<file path="src/rtl/stream_demux_1ton.sv">
// Registered, handshaked 1-to-NCH stream demultiplexer.
// A single holding register {data, ch, full} feeds the selected sink.
// The destination comes from i_sel or from an internal round-robin pointer.
// Beats with an out-of-range select are consumed and counted, not stored.
module stream_demux_1ton #(
  parameter int unsigned WIDTH = 8,
  parameter int unsigned NCH   = 4,
  parameter int unsigned SELW  = 4,
  parameter int unsigned CNTW  = 8
) (
  input  logic                 clk,
  input  logic                 rst_n,
  input  logic                 rr_en,
  input  logic [WIDTH-1:0]     i_data,
  input  logic [SELW-1:0]      i_sel,
  input  logic                 i_valid,
  output logic                 i_ready,
  output logic [NCH*WIDTH-1:0] o_data,
  output logic [NCH-1:0]       o_valid,
  input  logic [NCH-1:0]       o_ready,
  output logic                 drop_pulse,
  output logic [CNTW-1:0]      drop_cnt,
  output logic [SELW-1:0]      rr_ptr
);

  logic [WIDTH-1:0] data_q, data_d;
  logic [SELW-1:0]  ch_q, ch_d;
  logic             full_q, full_d;
  logic             drop_q, drop_d;
  logic [CNTW-1:0]  cnt_q, cnt_d;
  logic [SELW-1:0]  ptr_q, ptr_d;

  logic             ready_sel;
  logic             out_fire;
  logic             in_fire;
  logic [SELW-1:0]  dest;
  logic             dest_ok;

  // Handshake terms: ready of the held channel, fire conditions, destination
  always_comb begin
    ready_sel = 1'b0;
    for (int unsigned k = 0; k < NCH; k++) begin
      if (ch_q == SELW'(k)) ready_sel = o_ready[k];
    end
    out_fire = full_q && ready_sel;
    // Held low during reset so no beat is taken while the register is cleared
    i_ready  = rst_n && (!full_q || ready_sel);
    in_fire  = i_valid && i_ready;
    dest     = rr_en ? ptr_q : i_sel;
    // Widened by one bit so NCH == 2**SELW still compares correctly
    dest_ok  = ({1'b0, dest} < (SELW+1)'(NCH));
  end

  // Next-state: drain, refill (possibly on the same edge), drop accounting
  always_comb begin
    data_d = data_q;
    ch_d   = ch_q;
    full_d = full_q;
    drop_d = 1'b0;
    cnt_d  = cnt_q;
    ptr_d  = ptr_q;
    if (out_fire) full_d = 1'b0;
    if (in_fire) begin
      if (dest_ok) begin
        data_d = i_data;
        ch_d   = dest;
        full_d = 1'b1;
        if (rr_en) begin
          ptr_d = (ptr_q == SELW'(NCH-1)) ? '0 : ptr_q + SELW'(1);
        end
      end else begin
        drop_d = 1'b1;
        if (cnt_q != '1) cnt_d = cnt_q + CNTW'(1);
      end
    end
  end

  // State register with asynchronous clear
  always_ff @(posedge clk or negedge rst_n) begin
    if (!rst_n) begin
      data_q <= '0;
      ch_q   <= '0;
      full_q <= 1'b0;
      drop_q <= 1'b0;
      cnt_q  <= '0;
      ptr_q  <= '0;
    end else begin
      data_q <= data_d;
      ch_q   <= ch_d;
      full_q <= full_d;
      drop_q <= drop_d;
      cnt_q  <= cnt_d;
      ptr_q  <= ptr_d;
    end
  end

  // Output lanes: only the held channel carries data, all others read zero
  always_comb begin
    o_data  = '0;
    o_valid = '0;
    for (int unsigned k = 0; k < NCH; k++) begin
      if (full_q && (ch_q == SELW'(k))) begin
        o_valid[k]                = 1'b1;
        o_data[k*WIDTH +: WIDTH]  = data_q;
      end
    end
  end

  assign drop_pulse = drop_q;
  assign drop_cnt   = cnt_q;
  assign rr_ptr     = ptr_q;

endmodule

</file>
<file path="config.mk">
export PLATFORM = sky130hd
export DESIGN_NAME = stream_demux_1ton
export DESIGN_NICKNAME = d
export VERILOG_FILES = /design/src/rtl/stream_demux_1ton.sv
export SDC_FILE = /design/constraint.sdc
export NUM_CORES = 1
export LEC_CHECK = 0
export ABC_AREA = 1
export BUFFER_PORTS_ARGS = -buffer_cell sky130_fd_sc_hd__buf_4
export CORE_MARGIN = 2
export CORE_UTILIZATION = 49
export DETAILED_ROUTE_END_ITERATION = 10
export PLACE_DENSITY_LB_ADDON = 0.25
export SETUP_SLACK_MARGIN = 0.3
export SLEW_MARGIN = 20
export SYNTH_ARGS = -nofsm -noshare
export SYNTH_HDL_FRONTEND = slang
export SYNTH_SLANG_ARGS = --single-unit
</file>
<file path="constraint.sdc">
create_clock -name clk -period 2.1 [get_ports clk]
set_input_delay 0.42 -clock clk [delete_from_list [all_inputs] [get_ports clk]]
set_output_delay 0.42 -clock clk [all_outputs]
set_load 0.01 [all_outputs]
</file>
==> results summary <==
Global routing used around 22% of the available tracks across all layers. The level count of the clock H-tree is 1. The arrival time reported for the critical path endpoint is approximately 1.6 ns. In this run the count of I/O pins placed on the die edge is 70. The clock latency of the later-clocked register in the worst-skew pair came out at around 0.33 ns. The site row count came out at 19. The overall die height is 58.4 um. The wire length of the first global-routing pass came out at between 5000 and 6000 um.

Summed over all nets, the half-perimeter wirelength after detailed placement is approximately 2700 um. The portion of the post-synthesis area used by sequential elements is about 45%. The detail route stage leaves a number of antenna-violating nets equal to 0. The count of non-filler cells in the finished layout came out at around 300. STA classifies the critical path endpoint as an output pin. The data required time of the worst path came out at approximately 1.7 ns.

The time the worst path needs with I/O delays and setup is ~2 ns. TritonCTS built the clock tree. The total of max-cap violations is 0. The per-instance average area after synthesis is between 7 and 8 um2. The initial utilization of the core area, before any placement, comes to between 50% and 60%. STA classifies the critical path startpoint as a register. The pin count of the biggest net entering global routing came out at 22. The total leakage power came out at around 1.2 nW. The total number of yosys warnings is 0.

The synthesized netlist occupies a cell area of ~1400 um2. Routability-driven placement finished with a final weighted congestion of ~0.82. By startpoint and endpoint, the worst setup path is classified as reg2out. The clock buffer count from CTS came out at 3. The via density per instance came out at between 5 and 6.

The largest fanout on the critical path is 5. The clock tree skew after final layout came out at about 0.0062 ns. The slew at the pin closest to its max-slew limit came out at around 0.51 ns. The number of vias after detailed routing is roughly 1600.

Measured against its own limit, the worst slew margin works out to around two thirds. The synthesis-to-finish area growth is 56.6%. The die covers around 3400 um2. The worst hold margin came out at just under 0.05 ns. The overall die width came out at about 58 um.

The top cell type's share of synthesized area is between 40 and 50%. The net count of the mapped netlist is approximately 210. The share of cells above drive strength 1 came out at a little under half. The post-detailed-route wirelength per cell came out at approximately 13 um. The length in cells of the worst reg-to-reg path is 11. By area the synthesized netlist is led by sky130_fd_sc_hd__dfrtp_1, sky130_fd_sc_hd__nand2_1, sky130_fd_sc_hd__nor2_1. The post-synthesis sequential element count came out at 26. After the first detailed-routing iteration, the DRC count stood at 67. The number of clock sinks came out at 26.

The wire length after detailed routing is 4020 um. Setup repair after global routing could not meet its margin everywhere. The number of library cell types mapped by synthesis came out at 24. The worst-case IR drop observed on VDD is around 0.86 mV. The cell at the root of the clock tree is sky130_fd_sc_hd__clkbuf_4.

sky130_fd_sc_hd__dfrtp_1 takes more of the synthesized area than any other cell. The number of placed cells counting well taps is roughly 290. Dividing total power by cell area gives a power density of a little over 900 nW/um2.

The post-detailed-route DRC marker count came out at 0. The number of max-slew violations in the final report came out at 0. The gate count after technology mapping is 190. Static timing analysis puts the maximum clock frequency at ~0.5 GHz.

The via count of the first global-routing pass is about 1300. The number of antenna repair diodes came out at 0. In the finished design, the share of the clock period the worst path needs comes to a little over nine tenths. The standard cell core area came out at 2780 um2. The total overflow reported by the global router came out at 0. The number of hold violations in the final report came out at 0.

The total of endpoints with negative setup slack in the final report is 0. The clock transition at the register clock pins on the worst setup and hold paths after CTS is approximately 0.15 ns. The tightest min-delay check is of the in2async type. The number of optimization iterations in the first detailed-route pass is 4. The number of inserted filler cells in the final layout came out at 191. The number of antenna violations at the first check in global routing came out at 0. The net total in the final layout came out at 297. The run finished with clean final reports. The maximum count of clock buffers along a single path came out at 2. The count of input and output buffers is roughly 70. The register-to-register setup slack came out at 0.36 ns.
==> cell usage after synthesis <==
cell type / instances
sky130_fd_sc_hd__a31o_2: 1
sky130_fd_sc_hd__buf_4: 2
sky130_fd_sc_hd__clkbuf_1: 2
sky130_fd_sc_hd__dfrtp_1: 26
sky130_fd_sc_hd__ha_1: 2
sky130_fd_sc_hd__inv_1: 29
sky130_fd_sc_hd__inv_2: 1
sky130_fd_sc_hd__mux2_2: 2
sky130_fd_sc_hd__nand2_1: 38
sky130_fd_sc_hd__nand2_2: 1
sky130_fd_sc_hd__nand3_1: 18
sky130_fd_sc_hd__nand3_4: 1
sky130_fd_sc_hd__nand4_1: 2
sky130_fd_sc_hd__nand4_2: 1
sky130_fd_sc_hd__nor2_1: 38
sky130_fd_sc_hd__nor2_2: 2
sky130_fd_sc_hd__nor2_4: 3
sky130_fd_sc_hd__nor3_1: 1
sky130_fd_sc_hd__nor4_1: 1
sky130_fd_sc_hd__o21ai_0: 2
sky130_fd_sc_hd__o21ai_1: 10
sky130_fd_sc_hd__o31ai_2: 1
sky130_fd_sc_hd__xnor2_1: 3
sky130_fd_sc_hd__xor2_1: 3
==> metal layers <==
| metal | routed length [um] | up-vias | part of all wire [%] | track usage [%] |
|---|---|---|---|---|
| met2 | 2020 | 68 | 50 | 37.9 |
| met4 | 37 | 0 | 0.92 | 5.65 |
| met3 | 326 | 4 | 8.1 | 3.08 |
| met1 | 1630 | 716 | 41 | 29.7 |
| met5 | 0 | - | 0 | 0 |
| li1 | - | 764 | - | - |
==> per-stage QoR <==
stage | total power [mW] | setup TNS, ns | cell area (um2) | utilization, % | setup slack (ns)
2_1_floorplan | 1.27 | 0 | 1460 | - | 0.355
3_3_place_gp | 1.61 | 0 | 2000 | 71.8 | 0.363
3_5_place_dp | 1.63 | 0 | 2000 | 71.8 | 0.299
4_1_cts | 1.96 | 0 | 2110 | 76.0 | 0.0995
5_1_grt | 2.22 | -0.135 | 2270 | 81.6 | -0.0327
6_report | 2.07 | 0 | 2270 | 81.6 | 0.100
==> worst paths after layout <==
path | start | to
max | ch_q[3] | i_ready
max in group asynchronous | rst_n | drop_cnt[4]
min reg2reg | rr_ptr[3] | rr_ptr[3]
min | rst_n | ch_q[1]
min in group clk | i_data[7] | data_q[7]
max reg2reg | ch_q[3] | data_q[2]
==> flip-flops by register name, summed over array words and instances (netlist names) <==
name        flops
data_q          8
drop_pulse      1
ch_q            4
rr_ptr          4
full_q          1
drop_cnt        8
==> report_power, final <==
part	internal (mW)	switching (mW)
logic	0.444	0.587
clock network	0.106	0.159
registers	0.643	0.132
total	1.19	0.878
==> placed cells by master (no fill, tap or decap), drive strengths merged, types with 2 or more instances in the layout <==
| master | count |
|---|---|
| buf | 82 |
| clkbuf | 4 |
| dfrtp | 26 |
| ha | 2 |
| inv | 30 |
| mux2 | 2 |
| nand2 | 39 |
| nand3 | 19 |
| nand4 | 3 |
| nor2 | 44 |
| o21ai | 12 |
| xnor2 | 3 |
| xor2 | 3 |
==> worst max-delay path: stages (launching register included) <==
cell	delay [ns]
sky130_fd_sc_hd__dfrtp_1	0.44
sky130_fd_sc_hd__nor2_4	0.18
sky130_fd_sc_hd__buf_4	0.15
sky130_fd_sc_hd__nand3_1	0.10
sky130_fd_sc_hd__nand3_1	0.11
sky130_fd_sc_hd__nor2_1	0.05
sky130_fd_sc_hd__nor2_2	0.10
sky130_fd_sc_hd__buf_4	0.13
==> cell families after synthesis <==
kind of cell	Yosys count	share of synthesized area, %
and+or+nand+nor	106	33.2
DFF	26	44.9
xor gates and xnor gates	6	3.63
adders and majority gates	2	1.73
AOI/OAI and AO/OA	14	5.61
muxes	2	1.55
buffers and inverters	34	9.33
==> final cells by class <==
type	instances	area, um2	share of cell area [%]
Tap cell	31	38.8	1.71
Multi-Input combinational cell	131	767	33.8
Clock buffer	4	36.3	1.60
Timing Repair Buffer	83	657	28.9
Inverter	30	118	5.18
Sequential cell	26	653	28.8
==> repair_timing <==
item / 4_1_cts / 5_1_grt
pin swaps: 3 / 4
gates resized for setup: 12 / 25
endpoints found under the setup margin: 36 / 58
setup buffers: 5 / 7
hold endpoints to repair: 10 / 0
hold buffers: 1 / 0
cloned: 0 / 1
Power figures use the tool's default switching activity.
